===== config.mk =====
export PLATFORM = sky130hd
export DESIGN_NAME = s4ga_cfg_streamer
export DESIGN_NICKNAME = d
export VERILOG_FILES = /design/src/rtl/s4ga_pkg.sv /design/src/rtl/s4ga_cfg_ram.sv /design/src/rtl/s4ga_cfg_streamer.sv
export SDC_FILE = /design/constraint.sdc
export NUM_CORES = 2
export LEC_CHECK = 0
export ABC_AREA = 0
export CAP_MARGIN = 20
export CORE_ASPECT_RATIO = 0.75
export CORE_MARGIN = 2
export CORE_UTILIZATION = 29
export DETAILED_ROUTE_END_ITERATION = 6
export PLACE_DENSITY = 0.43
export SLEW_MARGIN = 10
export SYNTH_ARGS = -nofsm -noshare
export SYNTH_HDL_FRONTEND = slang
export SYNTH_HIERARCHICAL = 1
export SYNTH_SLANG_ARGS = --single-unit

===== constraint.sdc =====
create_clock -name clk -period 2.98 [get_ports clk]
set_clock_uncertainty 0.05 [all_clocks]
set_input_delay 0.447 -clock clk [delete_from_list [all_inputs] [get_ports clk]]
set_output_delay 0.447 -clock clk [all_outputs]
set_load 0.02 [all_outputs]

===== src/rtl/s4ga_pkg.sv =====
// Shared sizing helpers and FSM encoding for the s4ga LUT fabric and its config streamer.
package s4ga_pkg;

  typedef enum logic [1:0] {IDLE, LOAD, INIT, RUN} state_t;

  function automatic int n_w(input int n);
    return $clog2(n);
  endfunction

  function automatic int idx_segs(input int n, input int si_w);
    return (n_w(n) + si_w - 1) / si_w;
  endfunction

  function automatic int mask_segs(input int k, input int si_w);
    return ((1 << k) + si_w - 1) / si_w;
  endfunction

  function automatic int lut_segs(input int n, input int k, input int si_w);
    return k * idx_segs(n, si_w) + mask_segs(k, si_w);
  endfunction

  function automatic int cfg_depth(input int n, input int k, input int si_w);
    return n * lut_segs(n, k, si_w);
  endfunction

endpackage


===== src/rtl/s4ga_cfg_ram.sv =====
// Config RAM: one write port, one synchronous read port with 1-cycle latency, no reset.
module s4ga_cfg_ram #(
  parameter int DEPTH = 960,
  parameter int WIDTH = 4
) (
  input  logic                     clk,
  input  logic                     wr_en,
  input  logic [$clog2(DEPTH)-1:0] wr_addr,
  input  logic [WIDTH-1:0]         wr_data,
  input  logic [$clog2(DEPTH)-1:0] rd_addr,
  output logic [WIDTH-1:0]         rd_data
);

  logic [WIDTH-1:0] mem [DEPTH];

  always_ff @(posedge clk) begin
    if (wr_en) mem[wr_addr] <= wr_data;
    rd_data <= mem[rd_addr];
  end

endmodule


===== src/rtl/s4ga_cfg_streamer.sv =====
// Loads the s4ga config bitstream once over valid/ready, then replays it one segment per
// clock to the core after holding the core in reset long enough for its serial reset.
module s4ga_cfg_streamer
  import s4ga_pkg::*;
#(
  parameter int N          = 80,
  parameter int K          = 4,
  parameter int SI_W       = 4,
  parameter int RST_CYCLES = N + 2
) (
  input  logic            clk,
  input  logic            rst,
  input  logic            load_start,
  input  logic            wr_valid,
  output logic            wr_ready,
  input  logic [SI_W-1:0] wr_data,
  input  logic            run_en,
  output logic            loaded,
  output logic [SI_W-1:0] si_out,
  output logic            core_rst,
  output logic            frame_start
);

  localparam int DEPTH = cfg_depth(N, K, SI_W);
  localparam int PTR_W = $clog2(DEPTH);
  localparam int CNT_W = $clog2(RST_CYCLES);
  localparam logic [PTR_W-1:0] LAST_PTR = PTR_W'(DEPTH - 1);
  localparam logic [CNT_W-1:0] LAST_CNT = CNT_W'(RST_CYCLES - 1);

  if (RST_CYCLES <= N) begin : g_bad_rst_cycles
    $error("s4ga_cfg_streamer: RST_CYCLES must exceed N");
  end

  // Write handshake: a segment transfers on a rising clk edge where wr_valid && wr_ready;
  // wr_ready depends only on state, and wr_data must be stable while wr_valid is high.

  state_t           state, state_nxt;
  logic [PTR_W-1:0] wr_ptr, rd_ptr;
  logic [CNT_W-1:0] rst_cnt;
  logic             frame_q;
  logic             wr_en;
  logic [SI_W-1:0]  rd_data;

  always_ff @(posedge clk) begin
    if (rst) state <= IDLE;
    else     state <= state_nxt;
  end

  always_comb begin
    state_nxt = state;
    unique case (state)
      IDLE: begin
        if (load_start)            state_nxt = LOAD;
        else if (run_en && loaded) state_nxt = INIT;
      end
      LOAD: begin
        if (!load_start && wr_valid && wr_ptr == LAST_PTR) state_nxt = IDLE;
      end
      INIT: begin
        if (load_start)               state_nxt = LOAD;
        else if (!run_en)             state_nxt = IDLE;
        else if (rst_cnt == LAST_CNT) state_nxt = RUN;
      end
      RUN: begin
        if (load_start)   state_nxt = LOAD;
        else if (!run_en) state_nxt = IDLE;
      end
    endcase
  end

  always_comb begin
    wr_ready    = 1'b0;
    core_rst    = 1'b1;
    si_out      = '0;
    frame_start = 1'b0;
    unique case (state)
      IDLE: ;
      LOAD: wr_ready = 1'b1;
      INIT: ;
      RUN: begin
        core_rst    = 1'b0;
        si_out      = rd_data;
        frame_start = frame_q;
      end
    endcase
  end

  // A restart request discards the write offered in the same cycle.
  assign wr_en = wr_ready && wr_valid && !load_start;

  always_ff @(posedge clk) begin
    if (rst) begin
      wr_ptr  <= '0;
      rd_ptr  <= '0;
      rst_cnt <= '0;
      loaded  <= 1'b0;
      frame_q <= 1'b0;
    end else begin
      if (load_start) begin
        wr_ptr <= '0;
        loaded <= 1'b0;
      end else if (wr_en) begin
        wr_ptr <= (wr_ptr == LAST_PTR) ? '0 : wr_ptr + 1'b1;
        if (wr_ptr == LAST_PTR) loaded <= 1'b1;
      end

      rst_cnt <= (state == INIT) ? rst_cnt + 1'b1 : '0;

      // rd_ptr is the address being read this cycle, one segment ahead of si_out;
      // it sits at 0 outside RUN so the final INIT cycle prefetches segment 0.
      if (state_nxt == RUN) rd_ptr <= (rd_ptr == LAST_PTR) ? '0 : rd_ptr + 1'b1;
      else                  rd_ptr <= '0;

      frame_q <= (rd_ptr == '0);
    end
  end

  s4ga_cfg_ram #(
    .DEPTH (DEPTH),
    .WIDTH (SI_W)
  ) u_ram (
    .clk     (clk),
    .wr_en   (wr_en),
    .wr_addr (wr_ptr),
    .wr_data (wr_data),
    .rd_addr (rd_ptr),
    .rd_data (rd_data)
  );

endmodule

==> metrics.md <==
| Metric | Value |
|---|---|
| Outcome | finished, violations left |
| Violations in the final reports | negative setup slack |
| Ys async rst share | 0% |
| Worst path required time | between 3 and 4 ns |
| Main combinational cell family by area after synthesis | multiplexers |
| Post-route insts no fill | 16650 |
| Final worst path period need | 3.594 ns |
| Setup tns final | -2.212 ns |
| Port Buffers | 16 |
| Mapped Avg Cell Area | 20.08 sq um |
| Top_reg_cell synth | edfxtp_1 |
| CTS H-tree depth | 5 |
| Clock Latency Late Sink | 1.03 ns |
| Residual DRC | 0 |
| Final Setup Violations | 4 |
| Yosys warns | 6 |
| Detail Route Antenna Nets | 0 |
| GRT Resource Usage Total | 18.92% |
| Leakage | 60.17 nW |
| Filler cells | 48460 |
| Cell taking the most area after synthesis | edfxtp_1 |
| Reg2reg start | rd_ptr[0]$_SDFF_PP0_ |
| Synth Area in Compound Gates | 2.184% |
| Final GP Congestion | 0.8201 |
| M1 GR Usage | 29.53% |
| Most frequent cells in the layout | 3840 x edfxtp_1, 1582 x buf_4, 1016 x nor2_1, 963 x mux4_2, 401 x clkbuf_16 |
| Inst Count DP | 15810 |
| Drt pass-1 iters | 5 |
| Multi-input logic area | 34960 sq um |
| Most common cell after layout, fill and taps aside | edfxtp_1 |
| Critical path class | flop to flop |
| Hold wc startpoint | rst |
| Buf+Inv Stages, Crit Path | 4 |
| Clock slew seen by the registers of the worst setup and hold paths | 0.07 ns |
| Met3 Usage GRT | 3.679% |
| P&R area growth vs syn | 24.52% |
| Synth top area cells | edfxtp_1 76%, mux4_2 14%, nor2_1 2.5% |
| Maximum vdd drop | 0.5134 mV |
| Critical Path Source | rd_ptr[0]$_SDFF_PP0_ |
| Final total power | 110.2 mW |
| CTS Root Cell | clkbuf_16 |
| Hold_ws | 0.1545 ns |
| Initial Utilization | 29.15% |
| Global routing usage on met2 | between 20% and 30% |
| Worst path slowest cell | mux4_2 |
| First-pass GRT wire length | 707700 um |
| Die W | 841.8 um |
| Final #Nets | 9370 |
| Max-Slew Margin vs Limit | between 30 and 40% |
| CP max FO | 8 |
| Crit path arrival time | 4.44 ns |
| DR vias/cell | 5.075 |
| Largest net degree at the start of global routing | 164 |
| Crit. End Element | flop |
| Critical-path cell list | buf_8, buf_16, buf_16, buf_16, mux4_2, mux4_2, nor3b_4, nor3_4, nand4_1, o311a_1 |
| Unrepaired setup endpoints after global routing | true |
| CP max stage delay | 0.61 ns |
| Post-synth EDFFs | about 3800 |
| Num rows | 230 |
| Sequential fraction of the synthesis area | 76.00% |
| Slew Limit Fails | 0 |
| CTS tree | built |
| Syn Nets | 7615 |
| Post-synthesis mux area share | 15.63% |
| Die area | 532300 sq um |
| Power Dens Cells | 579.5 nW/um^2 |
| Top cell type's share of synthesized area | 75.54% |
| #FFs+latches synth | a little under 4000 |
| Post-synthesis adder-cell area fraction | less than 1% |
| Reg area | 116000 sq um |
| Starting DRC count in detailed routing | 11720 |
| Core Area | 523800 sq um |
| Die height | roughly 630 um |
| Final WL | about 520000 um |
| TritonCTS sink count | 3875 |
| Num CTS Buffers | 385 |
| Delay-heaviest family, CP | multiplexers |
| Post-detail-place hpwl | approximately 340000 um |
| Top cell by count, worst path | buf_16 |
| Period Utilization, post-route | 120.6% |
| Xor-xnor portion of the synthesized cell area | less than 1% |
| Vias | 84470 |
| HP Class | primary input to flop |
| Vias in the first global route | 84490 |
| Max-capacitance violation count | 0 |
| R2R Setup Slk | -0.61 ns |
| Final setup margin | -0.6140 ns |
| Clock buffer depth | 4 |
| Max Clk Rate | about 0.28 GHz |
| Post-synthesis cell count | 7601 |
| Synthesized area | 152700 sq um |
| Final Hold Vio Count | 0 |
| Worst Tran Pin Value | 1.037 ns |
| Post-Synth Simple-Gate Area | 4.233% |
| CP Launch Type | flop |
| I/O Pins | 17 |
| WL/cell | 31.05 um |
| Fin util | 36.29% |
| Fraction of layout cells with a size suffix above 1 | around 37% |
| GR peak layer | met1 |
| Grt total ovfl | 0 |
| Netlist cell types | 79 |
| Initial antenna violation count | 64 |
-- worst reg2reg max path, stage by stage, from the launching register on --
cell,delay [ns]
dfxtp_4,0.43
buf_8,0.16
buf_16,0.16
buf_16,0.17
buf_16,0.21
mux4_2,0.63
mux4_2,0.57
nor3b_4,0.20
nor3_4,0.44
nand4_1,0.28
o311a_1,0.18
-- per-stage QoR --
| step | cell area, sq um | worst slack (ns) |
|---|---|---|
| 2_1_floorplan | 152700 | 0.1279 |
| 3_3_place_gp | 175200 | -2.134 |
| 3_5_place_dp | 175300 | -1.431 |
| 4_1_cts | 189100 | -0.5979 |
| 5_1_grt | 190100 | -0.6224 |
| 6_report | 190100 | -0.6140 |
-- path summary, 6_finish.rpt --
path	to	cells past startpoint
worst min register to register	rst_cnt[0]$_SDFF_PP0_	1
worst min-delay path	state[0]$_SDFF_PP0_	3
worst max register to register	u_ram/rd_data[3]$_DFF_P_	10
worst max-delay path	u_ram/rd_data[3]$_DFF_P_	10
-- kinds of logic (layout without fill, tap and decap cells) --
group / after synthesis / in the layout
AOI/OAI and AO/OA: 470 / 470
xor gates and xnor gates: 20 / 20
adders and majority gates: 5 / 5
buffers and inverters: 534 / 2606
DFF: 3875 / 3875
muxes: 1178 / 1178
other: 0 / 12
and+or+nand+nor: 1519 / 1519
-- synthesized netlist by cell type (all sizes together), types with 36 or more instances --
master	n
mux4	963
mux2i	200
nor3	53
o21ai	45
buf	264
nand2	178
edfxtp	3840
a22oi	119
nand4	36
clkbuf	261
a21oi	64
nand3	82
nor2	1022
o22ai	61
-- report_power, final --
| group | internal (mW) | switching (mW) | total, mW |
|---|---|---|---|
| Sequential | 59.8 | 0.0101 | 59.9 |
| Clock | 27.3 | 21.8 | 49.1 |
| Combinational | 0.191 | 1.03 | 1.22 |
| Total | 87.3 | 22.8 | 110 |
-- flip-flops by register name, summed over array words and instances, names as in the netlist --
signal	count
rd_ptr	10
state	2
rst_cnt	7
u_ram/rd_data	4
loaded	1
wr_ptr	10
u_ram/mem	3840
frame_q	1
-- routing by layer --
layer / part of all wire [%] / routed length, um / up-vias
met1: 47 / 242000 / 45660
li1: - / - / 34690
met3: 8.4 / 43410 / 525
met5: 0.0025 / 13 / -
met2: 43 / 222400 / 3591
met4: 1.7 / 8940 / 2
-- final cells by class --
cell class,instances,area share (%)
timing repair buffer,1893,9.406
inverter,9,0.02370
antenna,12,0.01580
clock buffer,462,5.299
sequential,3875,61.05
tap,6960,4.581
clock inverter,242,1.237
multi-input combinational,3192,18.39
-- what timing repair did --
action                                  CTS  global route
setup buffers                            54            53
endpoints found under the setup margin   14            16
resized for setup                       141            73
hold buffers                              4             0
cloned                                    6             9
pin swaps                                25            24
hold endpoints to repair                129             0
(Power assumes the default switching activity.)
